--- config.mk ---
export PLATFORM = sky130hd
export DESIGN_NAME = map_renderer
export DESIGN_NICKNAME = d
export VERILOG_FILES = /design/src/rtl/map_pkg.sv /design/src/rtl/cell_pattern.sv /design/src/rtl/map_renderer.sv
export SDC_FILE = /design/constraint.sdc
export NUM_CORES = 1
export LEC_CHECK = 0
export ABC_AREA = 1
export CAP_MARGIN = 5
export CORE_ASPECT_RATIO = 0.75
export CORE_UTILIZATION = 60
export CTS_CLUSTER_SIZE = 30
export DETAILED_ROUTE_END_ITERATION = 10
export PLACE_DENSITY = 0.95
export SLEW_MARGIN = 30
export SYNTH_ARGS = -nofsm -noshare
export SYNTH_HDL_FRONTEND = slang
export SYNTH_SLANG_ARGS = --single-unit
--- constraint.sdc ---
create_clock -name clock_50 -period 5.9 [get_ports clock_50]
set_input_delay 1.18 -clock clock_50 [delete_from_list [all_inputs] [get_ports clock_50]]
set_output_delay 1.18 -clock clock_50 [all_outputs]
set_load 0.02 [all_outputs]
--- src/rtl/map_pkg.sv ---
// Shared definitions for the map subsystem: sprite codes, pixel colours,
// default geometry and the renderer FSM state encoding.
package map_pkg;

  localparam int MAP_W_DEF = 20;
  localparam int MAP_H_DEF = 21;
  localparam int CELL_DEF  = 5;

  localparam logic [2:0] SP_EMPTY  = 3'd0;
  localparam logic [2:0] SP_WALL   = 3'd1;
  localparam logic [2:0] SP_PELLET = 3'd2;
  localparam logic [2:0] SP_POWER  = 3'd3;
  localparam logic [2:0] SP_PACMAN = 3'd4;
  localparam logic [2:0] SP_GHOST  = 3'd5;

  localparam logic [2:0] C_BLACK   = 3'b000;
  localparam logic [2:0] C_BLUE    = 3'b001;
  localparam logic [2:0] C_WHITE   = 3'b111;
  localparam logic [2:0] C_YELLOW  = 3'b110;
  localparam logic [2:0] C_RED     = 3'b100;
  localparam logic [2:0] C_MAGENTA = 3'b101;

  typedef enum logic [2:0] {
    S_IDLE,
    S_ADDR,
    S_WAIT,
    S_DRAW,
    S_NEXT,
    S_FIN
  } state_t;

endpackage

--- src/rtl/cell_pattern.sv ---
// Combinational sprite pattern table: (code, px, py) -> pixel colour.
// Adding a sprite only touches this module.
module cell_pattern
  import map_pkg::*;
#(
  parameter int CELL = CELL_DEF,
  parameter int PW   = 3
) (
  input  logic [2:0]    code,
  input  logic [PW-1:0] px,
  input  logic [PW-1:0] py,
  output logic [2:0]    colour
);

  localparam int CTR = CELL / 2;

  logic at_ctr;
  logic in_core;

  always_comb begin
    at_ctr  = (int'(px) == CTR) && (int'(py) == CTR);
    // 3x3 block centred on the cell for power pellets
    in_core = (int'(px) >= CTR - 1) && (int'(px) <= CTR + 1) &&
              (int'(py) >= CTR - 1) && (int'(py) <= CTR + 1);
    case (code)
      SP_EMPTY:  colour = C_BLACK;
      SP_WALL:   colour = C_BLUE;
      SP_PELLET: colour = at_ctr ? C_WHITE : C_BLACK;
      SP_POWER:  colour = in_core ? C_WHITE : C_BLACK;
      SP_PACMAN: colour = C_YELLOW;
      SP_GHOST:  colour = C_RED;
      default:   colour = C_MAGENTA;
    endcase
  end

endmodule

--- src/rtl/map_renderer.sv ---
// Walks the map in row-major order, reads each cell's sprite code and
// plots a CELL x CELL pixel block per cell, one pixel per clock.
module map_renderer
  import map_pkg::*;
#(
  parameter int MAP_W  = MAP_W_DEF,
  parameter int MAP_H  = MAP_H_DEF,
  parameter int CELL   = CELL_DEF,
  parameter int RD_LAT = 1
) (
  input  logic       clock_50,
  input  logic       reset_n,
  input  logic       start,
  output logic       busy,
  output logic       done,
  output logic [4:0] map_x,
  output logic [4:0] map_y,
  output logic       readwrite,
  input  logic [2:0] sprite_data_in,
  output logic [7:0] vga_x,
  output logic [6:0] vga_y,
  output logic [2:0] colour,
  output logic       plot
);

  localparam int            PW   = (CELL > 1) ? $clog2(CELL) : 1;
  localparam logic [PW-1:0] PMAX = PW'(CELL - 1);
  localparam logic [4:0]    XMAX = 5'(MAP_W - 1);
  localparam logic [4:0]    YMAX = 5'(MAP_H - 1);
  localparam logic [7:0]    WLAT = 8'(RD_LAT);

  if ((MAP_W * CELL > 256) || (MAP_H * CELL > 128) || (MAP_W > 32) ||
      (MAP_H > 32) || (RD_LAT < 1) || (RD_LAT > 255)) begin : g_param_check
    $error("map_renderer: unsupported parameter combination");
  end

  // Handshake: start is a one-cycle request sampled only in IDLE; busy is
  // high from the cycle after acceptance until done, which pulses for one
  // cycle as busy falls. start while busy is dropped, not queued.

  state_t        state;
  logic [PW-1:0] px;
  logic [PW-1:0] py;
  logic [7:0]    wait_cnt;
  logic [2:0]    code;

  logic          first_pix;
  logic          last_pix;
  logic [PW-1:0] nx_px;
  logic [PW-1:0] nx_py;
  logic [2:0]    pat_code;
  logic [2:0]    pat_colour;
  logic [7:0]    nx_vga_x;
  logic [6:0]    nx_vga_y;

  assign readwrite = 1'b0;

  // Pixel to be presented on the next clock; pixel (0,0) uses the read data
  // directly because the code register loads on that same edge.
  always_comb begin
    first_pix = (state == S_WAIT);
    last_pix  = (px == PMAX) && (py == PMAX);
    nx_px     = '0;
    nx_py     = '0;
    if (!first_pix) begin
      if (px == PMAX) begin
        nx_px = '0;
        nx_py = py + 1'b1;
      end else begin
        nx_px = px + 1'b1;
        nx_py = py;
      end
    end
    pat_code = first_pix ? sprite_data_in : code;
    nx_vga_x = {3'b000, map_x} * 8'(CELL) + 8'(nx_px);
    nx_vga_y = {2'b00, map_y} * 7'(CELL) + 7'(nx_py);
  end

  cell_pattern #(
    .CELL (CELL),
    .PW   (PW)
  ) u_cell_pattern (
    .code   (pat_code),
    .px     (nx_px),
    .py     (nx_py),
    .colour (pat_colour)
  );

  always_ff @(posedge clock_50 or negedge reset_n) begin
    if (!reset_n) begin
      state    <= S_IDLE;
      px       <= '0;
      py       <= '0;
      wait_cnt <= '0;
      code     <= '0;
      map_x    <= '0;
      map_y    <= '0;
      busy     <= 1'b0;
      done     <= 1'b0;
      vga_x    <= '0;
      vga_y    <= '0;
      colour   <= '0;
      plot     <= 1'b0;
    end else begin
      case (state)
        S_IDLE: begin
          if (start) begin
            map_x <= '0;
            map_y <= '0;
            px    <= '0;
            py    <= '0;
            busy  <= 1'b1;
            state <= S_ADDR;
          end
        end
        S_ADDR: begin
          wait_cnt <= WLAT;
          state    <= S_WAIT;
        end
        S_WAIT: begin
          wait_cnt <= wait_cnt - 8'd1;
          if (wait_cnt == 8'd1) begin
            code   <= sprite_data_in;
            plot   <= 1'b1;
            vga_x  <= nx_vga_x;
            vga_y  <= nx_vga_y;
            colour <= pat_colour;
            state  <= S_DRAW;
          end
        end
        S_DRAW: begin
          if (last_pix) begin
            px     <= '0;
            py     <= '0;
            plot   <= 1'b0;
            vga_x  <= '0;
            vga_y  <= '0;
            colour <= '0;
            state  <= S_NEXT;
          end else begin
            px     <= nx_px;
            py     <= nx_py;
            plot   <= 1'b1;
            vga_x  <= nx_vga_x;
            vga_y  <= nx_vga_y;
            colour <= pat_colour;
          end
        end
        S_NEXT: begin
          if (map_x == XMAX) begin
            map_x <= '0;
            if (map_y == YMAX) begin
              map_y <= '0;
              busy  <= 1'b0;
              done  <= 1'b1;
              state <= S_FIN;
            end else begin
              map_y <= map_y + 5'd1;
              state <= S_ADDR;
            end
          end else begin
            map_x <= map_x + 5'd1;
            state <= S_ADDR;
          end
        end
        S_FIN: begin
          done  <= 1'b0;
          state <= S_IDLE;
        end
        default: state <= S_IDLE;
      endcase
    end
  end

endmodule

Word level (Yosys, flattened, before mapping)
Index checks and enable logic that the tools add are counted.
- register bits after elaboration: 51
- input port bits: 6
- output and inout port bits: 32
- word-level logic and storage cells: 113
- add/subtract/negate cells: 7
- multiply operators: 2
- $lt $le $gt $ge: 4
- equality and inequality tests: 22
- mux-type cells: 45
- reductions and logical operators: 20
- operator list (kind ; count):
    2-to-1 mux 3 bit ; 17
    one-hot mux 8 bit (2 select lines) ; 2
    == test 3 bit (second input constant) ; 8
    2-to-1 mux 5 bit ; 4
    one-hot mux 5 bit (2 select lines) ; 2
    one-hot mux 3 bit (2 select lines) ; 3
    one-hot mux 3 bit (6 select lines) ; 1
    2-to-1 mux 8 bit ; 2
    one-hot mux 3 bit (5 select lines) ; 1
    2-to-1 mux 7 bit ; 2
    one-hot mux 7 bit (2 select lines) ; 1
    == test 3 x 2 -> 1 bit (second input constant) ; 4
    adder 5 x 1 -> 5 bit (second input constant) ; 2
    == test 5 bit (second input constant) ; 2
    nonzero test 2 bit ; 5
    AND reduction 3 bit ; 3
    adder 8 x 3 -> 8 bit ; 1
    == test 8 x 1 -> 1 bit (second input constant) ; 1
    multiplier 5 x 3 -> 8 bit (second input constant) ; 1
    != test 2 bit (second input constant) ; 4
    AND reduction 2 bit ; 4
    subtractor 8 x 1 -> 8 bit (second input constant) ; 1
    adder 7 x 3 -> 7 bit ; 1
    multiplier 5 x 3 -> 7 bit (second input constant) ; 1
    other kinds (10) ; 27

Longest topological paths before layout
Gate-level depths: netlist of run 1.
- depth after elaboration: 11
- mapped depth: 15
- mapped depth without buffers: 15

Hierarchy
Synthesis of run 1 repeated with hierarchy kept, for this count alone.
- cells, all modules: 420
- area total of the unflattened synthesis: 3339.5 sq um
- modules (own cells, without submodules) (module ; times used ; cells an instance ; area an instance (sq um) ; seq. area each (sq um)):
    map_renderer ; 1 ; 401 ; 3251.9 ; 1276.2
    cell_pattern ; 1 ; 19 ; 87.6 ; 0.0

Worst setup path after synthesis of run 1
No wires, ideal clock.
- path type: reg2reg
- start: register px[0]
- end: register vga_y[5]
- setup time: 123 ps
- arrival: 2309 ps
- required time: 5777 ps
- path slack: 3468 ps
- cell stages (with the launch flop): 15
- path buffers: 0
- clock period less this slack: 2432 ps
- cell sequence: dfrtp_1 -> inv_1 -> ha_1 -> nand2_2 -> nand2_1 -> nand2_1 -> nand2_1 -> inv_1 -> ha_1 -> ha_1 -> inv_1 -> fa_1 -> o21ai_0 -> xnor2_1 -> o21ai_1
- cells in the longest elaborated chain, start to end: 6
- elaborated cells on any way between the ends: 8
- classes of those cells: add/sub: 1; eq/ne: 1; mux: 5; reduce/logical: 1
- ends and longest elaborated chain (element ; line ; RTL):
    start: declaration ; map_renderer.sv:42 ; logic [PW-1:0] px;
    start signal: assignment ; map_renderer.sv:141 ; px <= nx_px;
    == test 3 bit * ; map_renderer.sv:62, map_renderer.sv:66 ;
    2-to-1 mux 3 bit ; map_renderer.sv:66 ; if (px == PMAX) begin
    2-to-1 mux 3 bit ; map_renderer.sv:65 ; if (!first_pix) begin
    adder 7 x 3 -> 7 bit ; map_renderer.sv:76 ; nx_vga_y = {2'b00, map_y} * 7'(CELL) + 7'(nx_py);
    2-to-1 mux 7 bit (on tied branches) ; map_renderer.sv:132, map_renderer.sv:122 ;
    one-hot mux 7 bit (2 select lines) * ; map_renderer.sv:105 ; case (state)
    end signal: assignment ; map_renderer.sv:126 ; vga_y <= nx_vga_y;
    end signal: assignment ; map_renderer.sv:145 ; vga_y <= nx_vga_y;
    end: declaration ; map_renderer.sv:21 ; output logic [6:0] vga_y,
Mark *: on every way between the ends. The rest lies on a longest branch, timed or not. The select of a mux whose other input is x is not followed.
A chain may end at the register's enable or synchronous reset.

Worst setup path after layout of run 1
Ends and elaborated chain as after synthesis.

==> results.yml, run 1 <==
yosys:
  synth_top_cell_area_share_pct: 39.1
  syn_area_per_cell_sq_um: 8.41
  seq_area_frac_synth_pct: 39.1
  syn_inst: 388
  synthArstFlopShare_pct: 100
  synth_area_sq_mm: 0.00326
  yosysWarningCount: 0
  synthTopCellsByArea: "dfrtp_1 (39%), ha_1 (15%), nand2_1 (10%)"
  ys_ff_latch: 51
  synth_cell_types: 37
  yosysTopAreaCell: "dfrtp_1"
  synth_flop_cell: "dfrtp_1"
  synth_nets: 434
  synth_edf_count: 0
floorplan:
  start_util_pct: 64.5
  die_h_microns: 65.9
  io_pins: 38
  die_w_microns: 87.2
  dieArea_sq_mm: 0.00574
  row_count: 22
  coreArea_sq_mm: 0.00506
drt:
  detail-route-antenna-nets: 0
  drc: 0
  drt-wirelength-per-cell_microns: 14.8
  wirelength_mm: 7.41
  drtIter0Drc: 185
  vias: 2841
  drt_pass1_iterations: 5
  via_per_inst: 5.68
setup_path:
  worstSetupEndpointType: "flip-flop"
  slowest_stage: "fa_1"
  crit_chain: "inv_1, ha_1, nand2_2, nand2_1, nand2_1, nand2_1, inv_1, ha_1, ha_1, inv_1, fa_1, o21ai_0, xnor2_1, o21ai_1"
  reg2reg_to: "vga_y[5]"
  rr_worst_depth: 14
  timing.rr.start: "px[0]"
  crit_fanout: 6
  cp_top_family: "adder cells"
  required_ns: 6.10
  cpPeakStageDelay_ns: 0.41
  path_class: "reg2reg"
  cp.arrival_ns: 2.94
  r2r_setup_slack_ns: 3.17
  critPathBufInv: 3
  critPathLaunchType: "flip-flop"
timing:
  finalSetupViolations: 0
  final.setup_skew_ns: 0.00687
  fmax_mhz: 366
  rsz0062_at_grt: "no"
  hold_viol_final: 0
  timing.final.crit_share_pct: 46.3
  slew_viol_final: 0
  tightest_slew_ns: 0.642
  timing.slew.headroom_pct: 57.2
  layout_min_cycle_time_ns: 2.73
  finalSetupTns_ns: 0
power:
  seq_power_share_pct: 54.4
  switching_share_pct: 27.8
  leakagePower_nw: 1.91
  intPower_mw: 0.499
  switchingPower_mw: 0.192
  finalPower_mw: 0.691
  power_frac_comb_pct: 16.8
  p_clk_share_pct: 28.9
  powerDensity_mw_per_mm2: 184
  vdd_drop_max_mv: 0.125
cts:
  cts-root-buf: "clkbuf_8"
  clock-sinks: 51
  cts_buffer_depth: 2
  cts_tree: "yes"
  clk-insertion-delay-late_ns: 0.31
  cts_setup_buffers: 0
  clkSlewWorstSetupHoldPaths_ns: 0.09
  hold_buffers: 0
  ctsResizeCount: 0
  cts-buffers-inserted: 5
  htreeDepth: 2
grt:
  grt_overflow_total: 0
  antenna_found_initial: 0
  grtUsageTotal_pct: 28.2
  grt_pass1_wl_mm: 12.4
  grt_pass1_vias: 2720
  grt_max_degree: 52
min_path:
  worstHoldEndpoint: "busy"
  hold_path_class: "reg2reg"
  holdPathStages: 2
  min_from: "busy"
placement:
  hpwlAfterDp_mm: 5.49
  dp_cells: 492
  port_buffers: 36
  place.gp.congestion: 0.974
final_layout:
  instances_no_fill: 500
  syn_to_final_growth_pct: 14.9
  num_antenna_cells: 0
  nNetsFinal: 473
  drive_gt1_share_pct: 7.24
outcome:
  outcome: "finished clean"
flow_run:
  drv_cap: 0
## power by group through the flow
stage	registers [mW]	clock network, mW	logic (mW)
after global placement	0.382	0	0.111
after detailed placement	0.383	0	0.115
after global routing	0.378	0.214	0.128
after floorplan	0.399	0	0.0468
final	0.376	0.200	0.116
after CTS	0.376	0.199	0.117
## layer usage
| metal | GRT usage [%] | vias up | share of wire [%] |
|---|---|---|---|
| met4 | 8.20 | 0 | 1.4 |
| met5 | 0 | - | 0 |
| met1 | 37.5 | 1362 | 45 |
| li1 | - | 1354 | - |
| met2 | 46.7 | 111 | 46 |
| met3 | 6.24 | 14 | 7.4 |
## cell usage in the layout, fill, tap and decap left out, types with 2 or more instances in the layout
| cell type | netlist | routed |
|---|---|---|
| o21ai_1 | 17 | 17 |
| inv_1 | 46 | 46 |
| a31oi_1 | 3 | 3 |
| clkdlybuf4s50_1 | 0 | 35 |
| nor3_1 | 4 | 4 |
| nand3_1 | 25 | 25 |
| fa_1 | 2 | 2 |
| nor2_2 | 4 | 4 |
| nand2_1 | 91 | 91 |
| nand4_1 | 7 | 7 |
| a22o_1 | 5 | 5 |
| clkbuf_8 | 0 | 5 |
| o21ai_0 | 14 | 14 |
| nor2_1 | 18 | 18 |
| o22ai_1 | 8 | 8 |
| clkbuf_1 | 0 | 2 |
| dfrtp_1 | 51 | 51 |
| a21oi_1 | 9 | 9 |
| a21o_1 | 3 | 3 |
| ha_1 | 38 | 38 |
| inv_2 | 9 | 9 |
| nor2_4 | 2 | 2 |
| nand2_2 | 4 | 4 |
| xnor2_1 | 3 | 3 |
| xor2_1 | 8 | 8 |
## through the flow
step | setup slack, ns | instance area [sq um] | utilization (%) | hold WS, ns
final | 3.17 | 3750 | 74.1 | 0.491
after global routing | 3.00 | 3750 | 74.1 | 0.517
after CTS | 3.21 | 3750 | 74.1 | 0.492
after detailed placement | 3.23 | 3670 | 72.5 | 0.470
after global placement | 3.36 | 3670 | 72.5 | 0.462
after floorplan | 3.47 | 3260 | - | 0.453
## kinds of logic (layout without fill, tap and decap cells)
family,count (synthesis),count (layout),synth area share [%]
other,1,1,0.115
adder cells (fa/ha/maj),40,40,15.8
multiplexers,1,1,0.345
AO/OA/AOI/OAI,64,64,11.8
flip-flops,51,51,39.1
buffers and inverters,61,101,7.86
XOR/XNOR,11,11,2.95
AND/OR/NAND/NOR,159,159,22.1
## worst register-to-register path, delay by kind of cell (launching register included)
kind	cells	cell delay (ns)
compound gates	2	0.33
xor+xnor	1	0.15
fa+ha+maj	4	1.15
buf+inv	3	0.24
flops	1	0.40
simple gates	4	0.36
## worst max-delay path by stage
stage,from,endpoint,slack [ns],cells past startpoint
floorplan,px[0],vga_y[5],3.47,14
global placement,px[0],vga_y[5],3.36,14
detailed placement,px[0],vga_y[5],3.23,14
CTS,px[0],vga_y[5],3.21,14
global route,px[0],vga_x[7],3.00,14
finish,px[0],vga_y[5],3.17,14
## sequential cells by signal (all words and copies together), names as in the netlist
signal    count
busy          1
code          3
colour        3
done          1
map_x         5
map_y         5
plot          1
px            3
py            3
state         3
vga_x         8
vga_y         7
wait_cnt      8
## layout make-up
class	instances	area, sq um
timing repair buffer	37	363
inverter	56	210
clock buffer	7	76.3
clock inverter	1	5.00
tap	72	90.1
fill	388	1310
multi-input combinational	276	1730
sequential	51	1280
## synth_stat cells, types with 5 or more instances
library cell and instances:
nand2_1 91, o21ai_1 17, o21ai_0 14, dfrtp_1 51, nand3_1 25, xor2_1 8, nand4_1 7, inv_1 46
ha_1 38, a22o_1 5, a21oi_1 9, o22ai_1 8, nor2_1 18, inv_2 9
Note: power is estimated with default switching activity, not from simulation.
==> inputs of run 2 (changes only) <==
--- a/config.mk
+++ b/config.mk
@@ -8,10 +8,10 @@
 export ABC_AREA = 1
 export CAP_MARGIN = 5
 export CORE_ASPECT_RATIO = 0.75
-export CORE_UTILIZATION = 60
+export CORE_UTILIZATION = 51
 export CTS_CLUSTER_SIZE = 30
 export DETAILED_ROUTE_END_ITERATION = 10
-export PLACE_DENSITY = 0.95
+export PLACE_DENSITY = 0.88
 export SLEW_MARGIN = 30
 export SYNTH_ARGS = -nofsm -noshare
 export SYNTH_HDL_FRONTEND = slang
==> constraint.sdc (replaced) <==
create_clock -name clock_50 -period 2.44 [get_ports clock_50]
set_input_delay 0.488 -clock clock_50 [delete_from_list [all_inputs] [get_ports clock_50]]
set_output_delay 0.488 -clock clock_50 [all_outputs]
set_load 0.02 [all_outputs]
==> run 2 against run 1 <==
Setup slack worse by 3.1 ns. Cell area is 7.4% higher. Via count is 3.1% higher. Die area is 17% higher. Largest cell class unchanged. Critical path depth is 1 lower. Worst hold slack worse by 0.38 ns. Register-to-register slack worse by 3.1 ns. Clock skew is 0.0036 ns higher. First-iteration DRC count is 16% higher. Largest power group unchanged. Sequential share of layout area is 2.3 points lower. Sequential cell count stayed put.
==> results.yml, run 2 (synthesis gave the netlist of run 1 again) <==
outcome:
  outcome: "finished clean"
setup_path:
  worstSetupEndpointType: "flip-flop"
  critPathLaunchType: "flip-flop"
  crit_fanout: 4
  slowest_stage: "dfrtp_1"
  cp_top_family: "adder cells"
  required_ns: 2.64
  cpPeakStageDelay_ns: 0.40
  crit_chain: "inv_2, ha_4, buf_4, nand3_1, nand3_2, inv_1, ha_2, ha_4, inv_1, fa_2, o21ai_2, xnor2_1, o21ai_1"
  path_class: "reg2reg"
  critPathBufInv: 4
  cp.arrival_ns: 2.61
cts:
  clock-sinks: 51
  hold_buffers: 0
  cts-root-buf: "clkbuf_8"
  cts-buffers-inserted: 5
  cts_buffer_depth: 2
  clk-insertion-delay-late_ns: 0.32
  htreeDepth: 2
  clkSlewWorstSetupHoldPaths_ns: 0.10
  cts_tree: "yes"
final_layout:
  design_area_sq_mm: 0.00403
  num_antenna_cells: 0
  n_fill_cell: 461
  drive_gt1_share_pct: 16.5
  nNetsFinal: 493
  area.sequential_sq_mm: 0.00128
  biggestRegsByFlops: "vga_x (8), wait_cnt (8), vga_y (7)"
  multi_input_area_sq_mm: 0.00185
  layout_commonest_cell: "nand2_1"
  syn_to_final_growth_pct: 23.5
  final_cell_mix: "nand2_1 (90), dfrtp_1 (50), inv_1 (41)"
  final_util_pct: 67.1
floorplan:
  die_h_microns: 71.3
  dieArea_sq_mm: 0.00673
  die_w_microns: 94.4
  start_util_pct: 54.4
  io_pins: 38
  coreArea_sq_mm: 0.00601
  row_count: 24
flow_run:
  drv_cap: 0
drt:
  vias: 2929
  via_per_inst: 5.57
  wirelength_mm: 8.12
  drtIter0Drc: 215
  detail-route-antenna-nets: 0
  drt_pass1_iterations: 5
  drc: 0
  drt-wirelength-per-cell_microns: 15.4
timing:
  slew_viol_final: 0
  final.setup_skew_ns: 0.0105
  setup_ws_ns: 0.0302
  timing.final.crit_share_pct: 98.8
  finalSetupViolations: 0
  layout_min_cycle_time_ns: 2.41
  rsz0062_at_grt: "yes"
  timing.slew.headroom_pct: 55.4
  fmax_mhz: 415
  hold_viol_final: 0
  tightest_slew_ns: 0.664
  finalSetupTns_ns: 0
grt:
  grt_pass1_wl_mm: 13.5
  antenna_found_initial: 0
  grt_pass1_vias: 2967
  grt_max_degree: 21
  grtUsageTotal_pct: 26.1
  grt_overflow_total: 0
power:
  leakagePower_nw: 2.00
  p_clk_share_pct: 29.1
  switchingPower_mw: 0.487
  seq_power_share_pct: 53.1
  vdd_drop_max_mv: 0.219
  power_frac_comb_pct: 17.9
  intPower_mw: 1.22
  powerDensity_mw_per_mm2: 424
  switching_share_pct: 28.5
placement:
  port_buffers: 36
  pre_cts_ws_ns: -0.0817
  place.gp.congestion: 0.847
  dpl_cell_area_sq_mm: 0.00380
  hpwlAfterDp_mm: 5.91
min_path:
  hold_path_class: "in2async"
-- run 2: through the flow --
step | cells | power (mW) | hold slack, ns
after global placement | 514 | 1.20 | 0.461
final | 526 | 1.71 | 0.108
after CTS | 523 | 1.70 | 0.121
after detailed placement | 514 | 1.21 | 0.464
after global routing | 526 | 1.79 | 0.134
after floorplan | 388 | 1.08 | 0.192
-- run 2: what timing repair did --
action,in CTS,in global routing
gates resized for setup,8,20
setup endpoints to repair,4,7
buffers inserted,1,3
pin swaps,2,9
-- run 2: cell type report --
class / count / area share, %
inverters: 56 / 5.21
clock buffers: 6 / 1.80
multi-input cells: 276 / 45.8
well taps: 78 / 2.42
repair buffers: 57 / 12.7
flip-flops and latches: 51 / 31.7
clock inverters: 2 / 0.310
-- run 2: path summary, 6_finish.rpt --
path	depth (start not counted)	slack, ns	start	end
max	13	0.03	px[0]	vga_y[5]
min	1	0.11	reset_n	py[0]
max reg2reg	13	0.03	px[0]	vga_y[5]
min reg2reg	2	0.49	busy	busy
max in group asynchronous	2	1.70	reset_n	state[0]
min in group clock_50	2	0.49	busy	busy
-- run 2: power groups by stage --
stage | registers, mW | logic (mW) | clock network (mW)
after floorplan | 0.965 | 0.113 | 0
after global placement | 0.922 | 0.276 | 0
after detailed placement | 0.923 | 0.288 | 0
after CTS | 0.907 | 0.292 | 0.501
after global routing | 0.913 | 0.339 | 0.543
final | 0.907 | 0.305 | 0.497
-- run 2: layer usage --
| layer | track usage [%] | part of all wire (%) | routed length (microns) | up-vias |
|---|---|---|---|---|
| li1 | - | - | - | 1398 |
| met1 | 32.9 | 44 | 3610 | 1415 |
| met2 | 43.9 | 47 | 3830 | 102 |
| met3 | 7.22 | 6.6 | 533 | 14 |
| met4 | 8.03 | 1.8 | 149 | 0 |
| met5 | 0 | 0 | 0 | - |
==> inputs of run 3 (changes only) <==
--- a/config.mk
+++ b/config.mk
@@ -8,10 +8,11 @@
 export ABC_AREA = 1
 export CAP_MARGIN = 5
 export CORE_ASPECT_RATIO = 0.75
-export CORE_UTILIZATION = 51
+export CORE_UTILIZATION = 50
+export CTS_BUF_LIST = sky130_fd_sc_hd__clkbuf_4
 export CTS_CLUSTER_SIZE = 30
 export DETAILED_ROUTE_END_ITERATION = 10
-export PLACE_DENSITY = 0.88
+export PLACE_DENSITY = 0.86
 export SLEW_MARGIN = 30
 export SYNTH_ARGS = -nofsm -noshare
 export SYNTH_HDL_FRONTEND = slang
==> run 3 against run 2 <==
Combinational power is 6.6% lower. Wire length is 7.2% lower. Via count is 0.34% lower. Clock skew is 0.014 ns higher. Register-to-register slack better by 0.12 ns. Cell count is 0.19% higher. Die area is 2.0% higher. Critical path type unchanged. Largest power group unchanged.
==> results.yml, run 3 (synthesis gave the netlist of run 1 again) <==
power:
  powerDensity_mw_per_mm2: 409
  vdd_drop_max_mv: 0.241
  p_clk_share_pct: 25.2
  intPower_mw: 1.15
  seq_power_share_pct: 57.0
  power_frac_comb_pct: 17.8
  switchingPower_mw: 0.452
  finalPower_mw: 1.60
  switching_share_pct: 28.3
  leakagePower_nw: 1.99
final_layout:
  nNetsFinal: 491
  final_util_pct: 61.9
  drive_gt1_share_pct: 14.1
  syn_to_final_growth_pct: 19.8
  num_antenna_cells: 0
  n_fill_cell: 535
  final_cell_mix: "nand2_1 (90), dfrtp_1 (50), inv_1 (43)"
  area.sequential_sq_mm: 0.00128
  layout_commonest_cell: "nand2_1"
  biggestRegsByFlops: "vga_x (8), wait_cnt (8), vga_y (7)"
  multi_input_area_sq_mm: 0.00177
setup_path:
  critPathBufInv: 2
  slowest_stage: "dfrtp_1"
  critPathLaunchType: "flip-flop"
  crit_chain: "buf_4, ha_1, nand3_1, nand2_1, nand3_1, inv_1, ha_1, ha_1, a21o_1, a31oi_1, nor2_1, nor2_1, nand2_1, nand2_1"
  worstSetupEndpointType: "flip-flop"
  cpPeakStageDelay_ns: 0.41
  cp_top_family: "adder cells"
  path_class: "reg2reg"
  cp.arrival_ns: 2.62
  required_ns: 2.77
  crit_fanout: 5
timing:
  timing.final.crit_share_pct: 93.8
  finalSetupViolations: 0
  tightest_slew_ns: 0.644
  slew_viol_final: 0
  layout_min_cycle_time_ns: 2.29
  timing.slew.headroom_pct: 56.7
  hold_viol_final: 0
  finalSetupTns_ns: 0
  rsz0062_at_grt: "yes"
  fmax_mhz: 437
  final.setup_skew_ns: 0.0247
grt:
  grt_max_degree: 22
  antenna_found_initial: 0
  grt_pass1_wl_mm: 12.4
  grt_overflow_total: 0
  grt_pass1_vias: 2675
  grtUsageTotal_pct: 23.4
floorplan:
  coreArea_sq_mm: 0.00632
  dieArea_sq_mm: 0.00686
  row_count: 25
  die_w_microns: 95.3
  die_h_microns: 72.0
  io_pins: 38
  start_util_pct: 51.7
flow_run:
  drv_cap: 0
min_path:
  hold_path_class: "in2async"
cts:
  htreeDepth: 2
  cts-buffers-inserted: 5
  cts-root-buf: "clkbuf_4"
  clk-insertion-delay-late_ns: 0.38
  cts_buffer_depth: 2
  cts_tree: "yes"
  clkSlewWorstSetupHoldPaths_ns: 0.15
  hold_buffers: 0
  clock-sinks: 51
drt:
  wirelength_mm: 7.54
  via_per_inst: 5.54
  detail-route-antenna-nets: 0
  drc: 0
  drt-wirelength-per-cell_microns: 14.3
  drt_pass1_iterations: 6
  vias: 2919
  drtIter0Drc: 167
placement:
  place.gp.congestion: 0.933
  port_buffers: 36
  hpwlAfterDp_mm: 5.66
outcome:
  outcome: "finished clean"
## run 3: cell types whose count changed in the layout (fill, tap and decap cells not counted), sizes merged
cell	before	now
buf	22	20
clkinvlp	1	0
clkbuf	6	7
## run 3: area by class of cell
cell class / instances / area share (%)
Clock buffer: 7 / 1.34
Tap cell: 81 / 2.59
Inverter: 56 / 5.37
Timing Repair Buffer: 55 / 12.7
Clock inverter: 1 / 0.128
Multi-Input combinational cell: 276 / 45.2
Sequential cell: 51 / 32.7
## run 3: worst reg2reg max path: stages (launching register included)
cell and delay [ns]:
dfrtp_1 0.41, buf_4 0.14, ha_1 0.19, nand3_1 0.09, nand2_1 0.05, nand3_1 0.13
inv_1 0.07, ha_1 0.19, ha_1 0.34, a21o_1 0.20, a31oi_1 0.18, nor2_1 0.07
nor2_1 0.10, nand2_1 0.06, nand2_1 0.05
## run 3: power by group through the flow
stage	clock, mW	combinational, mW	sequential (mW)
2_1_floorplan	0	0.113	0.965
3_3_place_gp	0	0.272	0.925
3_5_place_dp	0	0.282	0.927
4_1_cts	0.409	0.284	0.911
5_1_grt	0.439	0.317	0.916
6_report	0.403	0.285	0.911
## run 3: layer usage
layer | GRT usage, % | wire (microns) | vias up | share of wire [%]
li1 | - | - | 1401 | -
met1 | 33.4 | 3450 | 1382 | 46
met2 | 35.7 | 3460 | 117 | 46
met3 | 4.72 | 501 | 19 | 6.6
met4 | 7.58 | 133 | 0 | 1.8
met5 | 0 | 0 | - | 0
## run 3: worst paths after layout
check / startpoint / to / slack (ns) / cells past startpoint
worst max register to register: py[1] / vga_y[4] / 0.15 / 14
worst min register to register: busy / busy / 0.50 / 2
worst max-delay path: py[1] / vga_y[4] / 0.15 / 14
min in group clock_50: busy / busy / 0.50 / 2
max in group asynchronous: reset_n / done / 1.72 / 2
worst min-delay path: reset_n / vga_y[6] / 0.07 / 1
## run 3: metrics by stage
stage / hold slack (ns) / cell area [sq um] / std cells / setup WS, ns
after floorplan: 0.192 / 3260 / 388 / 0.00772
after global placement: 0.459 / 3770 / 513 / 0.0191
after detailed placement: 0.468 / 3770 / 513 / -0.0707
after CTS: 0.0925 / 3830 / 521 / 0.0173
after global routing: 0.0945 / 3910 / 527 / -0.0143
final: 0.0682 / 3910 / 527 / 0.152
## run 3: timing repair
| action | CTS | global route |
|---|---|---|
| pin swaps | 0 | 7 |
| endpoints found under the setup margin | 3 | 5 |
| resized for setup | 3 | 12 |
| buffers inserted | 0 | 6 |
| hold endpoints to repair | 0 | 0 |
